## src/rtl/fm_op_pipe.sv

```systemverilog
// ---------------------------------------------------------------------------
// fm_op_pipe
//   Per-operator output pipeline of the FM engine. Each operator's 10-bit
//   phase is folded to a quarter-wave index for the external log-sine ROM.
//   Scaled attenuation is added in the log domain and the result is split
//   into an exp-ROM address and a right-shift count. The ROM mantissa is
//   then shifted and signed. Operators of one slot are summed into a
//   saturated sample.
//
// Ports
//   clk, reset_n          clock, asynchronous active-low reset
//   in_valid/in_phase/in_atten/in_first/in_last
//                         operator request, one per cycle, no backpressure
//   logsin_addr/logsin_data  log-sine ROM (1-cycle registered read)
//   exp_addr/exp_data        exp ROM (1-cycle registered read)
//   op_valid/op_out       per-operator signed result, 3 edges after sampling
//   out_valid/out_sample  one-cycle strobe with the saturated slot sum
//
// Timing (T0 = edge that samples in_valid)
//   T0: logsin_addr registered.  T1: log-sine ROM data appears, operator
//   side-band moves to the ROM-wait stage, exp_addr (combinational from the
//   log-sine data) becomes valid.  T2: exp ROM samples exp_addr, shift is
//   registered.  T3: op_out/op_valid.  T4: accumulator / out_sample.
// ---------------------------------------------------------------------------
module fm_op_pipe #(
  parameter int ATTEN_W     = 10,
  parameter int ATTEN_SHIFT = 2,
  parameter int ACC_W       = 16
) (
  input  logic               clk,
  input  logic               reset_n,
  input  logic               in_valid,
  input  logic [9:0]         in_phase,
  input  logic [ATTEN_W-1:0] in_atten,
  input  logic               in_first,
  input  logic               in_last,
  output logic [7:0]         logsin_addr,
  input  logic [11:0]        logsin_data,
  output logic [7:0]         exp_addr,
  input  logic [11:0]        exp_data,
  output logic               op_valid,
  output logic [12:0]        op_out,
  output logic               out_valid,
  output logic [ACC_W-1:0]   out_sample
);

  localparam int SUM_W = 14;

  // Stage 1: ROM address plus operator side-band
  logic [7:0]         logsin_addr_q;
  logic               s1_sign_q, s1_first_q, s1_last_q, s1_valid_q;
  logic [ATTEN_W-1:0] s1_atten_q;

  // ROM-wait stage: side-band aligned with logsin_data
  logic               rw_sign_q, rw_first_q, rw_last_q, rw_valid_q;
  logic [ATTEN_W-1:0] rw_atten_q;
  logic               live_q;

  // Stage 2: shift count aligned with exp_data
  logic [4:0]         shift_q;
  logic               s2_sign_q, s2_first_q, s2_last_q, s2_valid_q;

  // Stage 3: operator result
  logic [12:0]        op_out_q;
  logic               op_valid_q, s3_first_q, s3_last_q;

  // Accumulator / sample output
  logic [ACC_W-1:0]   acc_q, out_sample_q;
  logic               out_valid_q;

  // Combinational next-state values
  logic [SUM_W-1:0]   sum_raw_d;
  logic [12:0]        sum_d;
  logic [11:0]        mag_d;
  logic [12:0]        op_out_d;
  logic [ACC_W-1:0]   acc_base_d;
  logic [ACC_W:0]     acc_wide_d;
  logic [ACC_W-1:0]   acc_d;

  always_comb begin
    sum_raw_d = SUM_W'(logsin_data) + (SUM_W'(rw_atten_q) << ATTEN_SHIFT);
    // Log-domain clamp: anything at or beyond 8191 is effectively silence.
    sum_d     = (sum_raw_d > SUM_W'(8191)) ? 13'h1FFF : sum_raw_d[12:0];

    // The ROM mantissa is 12 bits wide, so shifts of 12 or more leave nothing.
    mag_d     = (shift_q >= 5'd12) ? 12'd0 : (exp_data >> shift_q);
    op_out_d  = s2_sign_q ? -{1'b0, mag_d} : {1'b0, mag_d};

    acc_base_d = s3_first_q ? '0 : acc_q;
    acc_wide_d = {acc_base_d[ACC_W-1], acc_base_d}
               + {{(ACC_W-12){op_out_q[12]}}, op_out_q};
    // Overflow shows as disagreement between the guard bit and the sign bit.
    if (acc_wide_d[ACC_W] != acc_wide_d[ACC_W-1]) begin
      acc_d = acc_wide_d[ACC_W] ? {1'b1, {(ACC_W-1){1'b0}}}
                                : {1'b0, {(ACC_W-1){1'b1}}};
    end else begin
      acc_d = acc_wide_d[ACC_W-1:0];
    end
  end

  always_ff @(posedge clk or negedge reset_n) begin
    if (!reset_n) begin
      logsin_addr_q <= '0;
      s1_sign_q     <= 1'b0;
      s1_first_q    <= 1'b0;
      s1_last_q     <= 1'b0;
      s1_valid_q    <= 1'b0;
      s1_atten_q    <= '0;
      rw_sign_q     <= 1'b0;
      rw_first_q    <= 1'b0;
      rw_last_q     <= 1'b0;
      rw_valid_q    <= 1'b0;
      rw_atten_q    <= '0;
      live_q        <= 1'b0;
      shift_q       <= '0;
      s2_sign_q     <= 1'b0;
      s2_first_q    <= 1'b0;
      s2_last_q     <= 1'b0;
      s2_valid_q    <= 1'b0;
      op_out_q      <= '0;
      op_valid_q    <= 1'b0;
      s3_first_q    <= 1'b0;
      s3_last_q     <= 1'b0;
      acc_q         <= '0;
      out_sample_q  <= '0;
      out_valid_q   <= 1'b0;
    end else begin
      // Stage 1: second and fourth quarters read the table mirrored.
      logsin_addr_q <= in_phase[8] ? ~in_phase[7:0] : in_phase[7:0];
      s1_sign_q     <= in_phase[9];
      s1_atten_q    <= in_atten;
      s1_first_q    <= in_first;
      s1_last_q     <= in_last;
      s1_valid_q    <= in_valid;

      rw_sign_q     <= s1_sign_q;
      rw_atten_q    <= s1_atten_q;
      rw_first_q    <= s1_first_q;
      rw_last_q     <= s1_last_q;
      rw_valid_q    <= s1_valid_q;
      live_q        <= 1'b1;

      // Stage 2: the exp ROM samples exp_addr on this same edge.
      shift_q       <= sum_d[12:8];
      s2_sign_q     <= rw_sign_q;
      s2_first_q    <= rw_first_q;
      s2_last_q     <= rw_last_q;
      s2_valid_q    <= rw_valid_q;

      // Stage 3
      op_out_q      <= op_out_d;
      op_valid_q    <= s2_valid_q;
      s3_first_q    <= s2_first_q;
      s3_last_q     <= s2_last_q;

      // Accumulator
      out_valid_q   <= 1'b0;
      if (op_valid_q) begin
        if (s3_last_q) begin
          out_sample_q <= acc_d;
          out_valid_q  <= 1'b1;
          acc_q        <= '0;
        end else begin
          acc_q        <= acc_d;
        end
      end
    end
  end

  assign logsin_addr = logsin_addr_q;
  // Held at 0 until the first edge after reset so every output starts at 0.
  assign exp_addr    = live_q ? sum_d[7:0] : 8'd0;
  assign op_valid    = op_valid_q;
  assign op_out      = op_out_q;
  assign out_valid   = out_valid_q;
  assign out_sample  = out_sample_q;

endmodule

```

## config.mk

```make
export PLATFORM = sky130hd
export DESIGN_NAME = fm_op_pipe
export DESIGN_NICKNAME = d
export VERILOG_FILES = /design/src/rtl/fm_op_pipe.sv
export SDC_FILE = /design/constraint.sdc
export NUM_CORES = 1
export LEC_CHECK = 0
export BUFFER_PORTS_ARGS = -buffer_cell sky130_fd_sc_hd__buf_2
export CORE_UTILIZATION = 30
export CTS_BUF_LIST = sky130_fd_sc_hd__clkbuf_8
export CTS_CLUSTER_SIZE = 16
export DETAILED_ROUTE_END_ITERATION = 10
export GPL_TIMING_DRIVEN = 1
export SYNTH_ARGS = -nofsm -noshare
export SYNTH_HDL_FRONTEND = slang
export SYNTH_SLANG_ARGS = --single-unit
```

## constraint.sdc

```tcl
create_clock -name clk -period 4.6 [get_ports clk]
set_input_delay 0.46 -clock clk [delete_from_list [all_inputs] [get_ports clk]]
set_output_delay 0.46 -clock clk [all_outputs]
set_load 0.1 [all_outputs]
```

==> results of run 1 <==
area by class of cell:
type	instances	area share
clock buffers	9	0.0211
multi-input cells	333	0.420
flip-flops and latches	95	0.404
inverters	20	0.0128
repair buffers	98	0.0851
well taps	216	0.0459
clock inverters	7	0.0115
power groups by stage:
stage | registers, mW | clock network [mW] | logic (mW)
global placement | 1.23 | 0 | 2.25
global route | 1.24 | 0.581 | 2.45
floorplan | 2.02 | 0 | 1.02
CTS | 1.21 | 0.558 | 2.29
finish | 1.21 | 0.531 | 2.28
detailed placement | 1.23 | 0 | 2.28
metrics by stage:
| stage | instance area, um^2 | cells | hold WS [ps] |
|---|---|---|---|
| finish | 5880 | 778 | 142 |
| global route | 5880 | 778 | 155 |
| CTS | 5880 | 778 | 153 |
| detailed placement | 5690 | 762 | 335 |
| global placement | 5690 | 762 | 332 |
| floorplan | 4990 | 463 | 164 |
kinds of logic after synthesis:
group	count (synthesis)	synth area share
mux	17	0.0576
xor+xnor	33	0.0579
flops	95	0.476
other cells	1	0.000751
compound gates	116	0.156
buf+inv	35	0.0296
simple gates	134	0.141
fa+ha+maj	32	0.0817
cell usage in the layout, fill, tap and decap left out, types with 5 or more instances in the layout:
cell type,count
nand3_1,6
o2bb2ai_1,10
a31oi_1,6
o21ai_0,10
inv_1,20
ha_1,27
xnor2_1,16
and2_1,7
o21ai_1,25
a21oi_1,26
nor3_1,5
nand2_1,40
nor2_1,26
clkbuf_8,9
buf_2,94
a21o_1,7
nor2b_1,21
xor2_1,17
mux4_2,9
nand2b_1,8
dfrtp_1,95
registers in the layout (all words and copies together) (netlist names), 5 cells and up:
register     count
logsin_addr      8
acc_q           16
op_out          13
shift_q          5
out_sample      16
rw_atten_q      10
s1_atten_q      10
Yosys cell counts, types with 2 or more instances:
cell,n
nand2_1,40
mux2_2,3
xnor2_1,16
a21oi_1,26
and2_1,7
a32o_1,4
fa_1,2
nand2b_1,8
o22ai_1,3
nor3b_1,4
a31oi_1,6
clkbuf_1,11
or3_1,2
a21boi_0,3
xor2_1,17
nor3_1,5
dfrtp_1,95
inv_1,20
nand3_2,2
o211ai_1,3
nand3_1,6
and3_1,2
o21ai_0,10
maj3_1,3
buf_6,2
o31ai_1,2
nor2_1,26
nor2b_1,21
a211oi_1,2
mux4_2,9
o2bb2ai_1,10
a22o_1,3
o21ai_1,25
a21o_1,7
mux2i_1,4
ha_1,27
worst register-to-register path: stages (launching register included):
cell and delay (ps):
dfrtp_1 570, nor2b_1 180, ha_1 180, inv_1 60
fa_1 370, nand2b_1 210, a21o_1 210, a211oi_1 310
o32a_1 260, a31oi_1 90, buf_4 180, nor2_1 600
o21ai_1 220, o2bb2ai_1 190
layer usage:
metal  global-route usage  part of all wire  vias to the layer above
met2                0.239              0.48                      100
met4               0.0467             0.015                        0
met5                    0                 0                        -
met1                0.172              0.44                     1823
li1                     -                 -                     1842
met3               0.0521             0.069                       12
worst paths after layout:
check	from	slack [ps]	endpoint	cells after the start
worst max register to register	s3_first_q	890	acc_q[7]	13
max in group asynchronous	reset_n	3550	op_out[0]	2
worst min register to register	s2_first_q	350	s3_first_q	0
worst min-delay path	reset_n	140	op_out[11]	1
worst max-delay path	s3_first_q	890	acc_q[7]	13
min in group clk	in_atten[2]	180	s1_atten_q[2]	1
==> key figures, run 1 <==
Floorplanning
  • Die width: 131 um
  • Starting Density: 0.311
  • Core footprint: 0.0161 mm^2
  • Die area: 0.0172 mm^2
  • Ports: 96
  • Die H: 131 um
  • Row Count: 46

Power
  • Total power: 4.02 mW
  • Peak supply drop: 0.000448 V
  • Sequential share of power: 0.301
  • Pleak: 2.73 nW
  • Net Sw Frac: 0.539
  • Clock group share of total power: 0.132
  • Logic gate share of total power: 0.567
  • Power Dens Cells: 683 mW/mm^2
  • Cell Int Power: 1.85 mW
  • Net Sw Power: 2.16 mW

Critical path
  • CP delay by family, top: compound AO/OA/AOI/OAI gates
  • Critical-path cell list: nor2b_1, ha_1, inv_1, fa_1, nand2b_1, a21o_1, a211oi_1, o32a_1, a31oi_1, buf_4, nor2_1, o21ai_1, o2bb2ai_1
  • CP bufs+invs: 2
  • Slowest library cell on the worst path: nor2_1
  • Worst stage delay on the critical path: 590 ps
  • Crit. End Element: flip-flop
  • Critical path class: flip-flop to flip-flop
  • Critical Path RT: 4900 ps
  • Critical path launch point type: flip-flop
  • Critical-path maximum fanout: 16
  • Crit path DAT: 4010 ps

Global route
  • Initial antenna violation count: 1
  • Total GRT Usage: 0.143
  • Vias in the first global route: 3967
  • Largest net degree at the start of global routing: 66
  • Total grt overflow: 0
  • First-pass GRT wire length: 18900 um

Synth
  • Top cells by area, synth: dfrtp_1 (48%), ha_1 (6.8%), mux4_2 (4.1%)
  • Mapped cell area: 0.00499 mm^2
  • Synth Instances: 463
  • Seq/Total Area, Yosys: 0.476
  • Post-synth top area share: 0.476
  • Post-synthesis net count: 541
  • Synth cell types: 63
  • Synth Register Bits: 95
  • Post-synthesis async set-or-reset flop share: 1.00
  • EDFF count, synth: 0
  • Cell taking the most area after synthesis: dfrtp_1
  • Ys flop type: dfrtp_1
  • YS warnings: 0
  • Syn Area/Cell: 10.8 um^2

Clock tree
  • Root Buffer: clkbuf_8
  • CTS resizes: 0
  • CTS tree: yes
  • Clk slew on worst S/H paths: 100 ps
  • Post-CTS setup buffer count: 0
  • Number of clock sinks: 95
  • Num CTS Buffers: 9
  • Worst skew pair latency: 370 ps
  • H-tree levels: 3
  • Post-CTS Hold Fix Bufs: 0
  • Clock buffer depth: 2

Cells and area
  • Nets: 635
  • Fill cells: 1602
  • Multi-input logic area: 0.00247 mm^2
  • Sequential standard cell area: 0.00238 mm^2
  • Number of antenna repair diodes: 0
  • Layout cells sized above 1: 0.237
  • Area grow syn2layout: 17.8%
  • Final Util: 0.366

STA
  • Setup ws final: 888 ps
  • Achievable frequency: 269 MHz
  • Worst Tran Pin Value: 920 ps
  • Setup TNS: 0 ps
  • Relative slew margins: 0.382
  • Post-route minimum period: 3710 ps
  • Setup-failing EPs final: 0
  • Period utilization: 0.807
  • Worst Skew: 6.72 ps
  • Final hold vios: 0
  • RSZ-0062 raised after global routing: false
  • Count of final max-slew check failures: 0

Worst hold path
  • Hold Crit Class: input port to async pin

Job
  • Max-Cap Viols: 0

Route
  • DRC violations left: 0
  • Drt wl/cell: 14.5 um
  • Post-Route WL: 11300 um
  • 1st-iter DRT viols: 138
  • DRT Pass-1 Iters: 4
  • Via count: 3777
  • ANT nets after route: 0
  • Vias per cell: 4.85

Placed design
  • Worst slack at placement: 964 ps
  • DP HPWL: 8670 um
  • IO buf count: 95
  • Final Wtd Congestion: 0.854

Run status
  • Status: complete, no violations
Note: power is estimated with default switching activity, not from simulation.
==> run 2, diff against run 1 <==
clock period = 3.6 ns   (was 4.6 ns; I/O delays follow)
==> run 2 against run 1 <==
Clock power up 27%. Largest cell class unchanged. Largest power group unchanged. Die area stayed put. Clock skew is 5.9 ps higher. Core utilization increased by 0.27 points.
==> key figures, run 2 (synthesis results as in run 1) <==
Placed design
  • Final Wtd Congestion: 0.815
  • Placed Area: 0.00573 mm^2
  • IO buf count: 95
  • DP HPWL: 8980 um

Global route
  • Largest net degree at the start of global routing: 38
  • Total grt overflow: 0
  • First-pass GRT wire length: 18900 um
  • Vias in the first global route: 3935
  • Initial antenna violation count: 0
  • Total GRT Usage: 0.144

STA
  • Post-route minimum period: 3230 ps
  • Achievable frequency: 310 MHz
  • Relative slew margins: 0.384
  • Final hold vios: 0
  • Setup-failing EPs final: 0
  • Setup TNS: 0 ps
  • Period utilization: 0.897
  • RSZ-0062 raised after global routing: false
  • Worst Skew: 12.6 ps
  • Worst Tran Pin Value: 916 ps
  • Worst hold margin: 89.5 ps
  • Count of final max-slew check failures: 0

Route
  • Vias per cell: 4.89
  • DRT Pass-1 Iters: 5
  • 1st-iter DRT viols: 145
  • ANT nets after route: 0
  • DRC violations left: 0
  • Post-Route WL: 11500 um
  • Via count: 3828
  • Drt wl/cell: 14.6 um

Floorplanning
  • Starting Density: 0.311
  • Die width: 131 um
  • Core footprint: 0.0161 mm^2
  • Ports: 96
  • Die area: 0.0172 mm^2
  • Die H: 131 um
  • Row Count: 46

Cells and area
  • Area grow syn2layout: 18.7%
  • Layout cells sized above 1: 0.247
  • Final Util: 0.369
  • Commonest non-fill, non-tap cells in the layout: dfrtp_1 (94), buf_2 (94), nand2_1 (40)
  • Nets: 640
  • Number of antenna repair diodes: 0
  • Post-route cell area: 0.00593 mm^2

Critical path
  • Crit. End Element: flip-flop
  • Critical Path RT: 3860 ps
  • Slowest library cell on the worst path: dfrtp_2
  • Worst stage delay on the critical path: 520 ps
  • Critical path launch point type: flip-flop
  • Critical path class: flip-flop to flip-flop
  • Critical-path cell list: nor2b_1, ha_1, a21oi_1, o21ai_1, and3_1, o32a_1, a31oi_1, buf_4, nand2_1, nand2_1, o21ai_1
  • Crit path DAT: 3490 ps
  • Critical-path maximum fanout: 16

Clock tree
  • Post-CTS setup buffer count: 0
  • CTS tree: yes
  • Clock buffer depth: 2
  • Root Buffer: clkbuf_8
  • Number of clock sinks: 95
  • H-tree levels: 3
  • Worst skew pair latency: 370 ps
  • Clk slew on worst S/H paths: 100 ps
  • Num CTS Buffers: 9

Run status
  • Status: complete, no violations

Job
  • Max-Cap Viols: 0

Power
  • Pleak: 2.77 nW
  • Total power: 5.17 mW
  • Power Dens Cells: 872 mW/mm^2
  • Peak supply drop: 0.000577 V

Worst hold path
  • Hold Crit Class: input port to flip-flop
run 2: changes by cell type in the layout (fill, tap and decap cells not counted), sizes merged:
cell,previous run,this run
buf,98,102
clkinv,2,3
clkinvlp,3,0
dlygate4sd3,0,1
inv,22,24
run 2: per-stage QoR:
stage / std cells / worst slack (ps)
final: 783 / 372
after global routing: 783 / 55.1
after CTS: 783 / 212
after detailed placement: 766 / 224
after global placement: 766 / 417
after floorplan: 463 / 329
run 2: power by group:
part	switching (mW)	internal [mW]	leakage [nW]
Combinational	2.15	0.796	1.52
Sequential	0.218	1.33	1.15
Clock	0.410	0.267	0.0980
run 2: worst paths after layout:
check                       startpoint            end  slack (ps)  depth (start not counted)
setup / recovery            s3_first_q  out_sample[5]         370                         11
hold / removal             in_atten[4]  s1_atten_q[4]          90                          1
setup reg to reg            s3_first_q  out_sample[5]         370                         11
hold reg to reg             s2_first_q     s3_first_q         350                          0
max in group asynchronous      reset_n     shift_q[3]        2330                          3
min in group asynchronous      reset_n     op_out[10]         450                          2
run 2: area by class of cell:
class / instances / area, um^2
fill: 1628 / 10100
inverter: 20 / 75.1
multi-input combinational: 333 / 2480
tap: 216 / 270
clock buffer: 9 / 124
clock inverter: 7 / 62.6
timing repair buffer: 103 / 541
sequential: 95 / 2380
run 2: timing repair:
action,CTS,global route
endpoints found under the setup margin,0,16
endpoints found under the hold margin,30,0
hold buffers,1,0
resized for setup,0,2
run 2: critical path, delay by kind of cell, from the launching register on:
kind	cells	cell delay, ps
AOI/OAI and AO/OA	5	1130
adders and majority gates	1	320
buffers and inverters	1	230
DFF	1	520
and+or+nand+nor	4	920
run 2: per-layer routing:
layer,global-route usage,share of wire,vias up
met2,0.237,0.48,124
met3,0.0468,0.073,22
li1,-,-,1849
met4,0.0588,0.027,0
met5,0,0,-
met1,0.174,0.42,1833
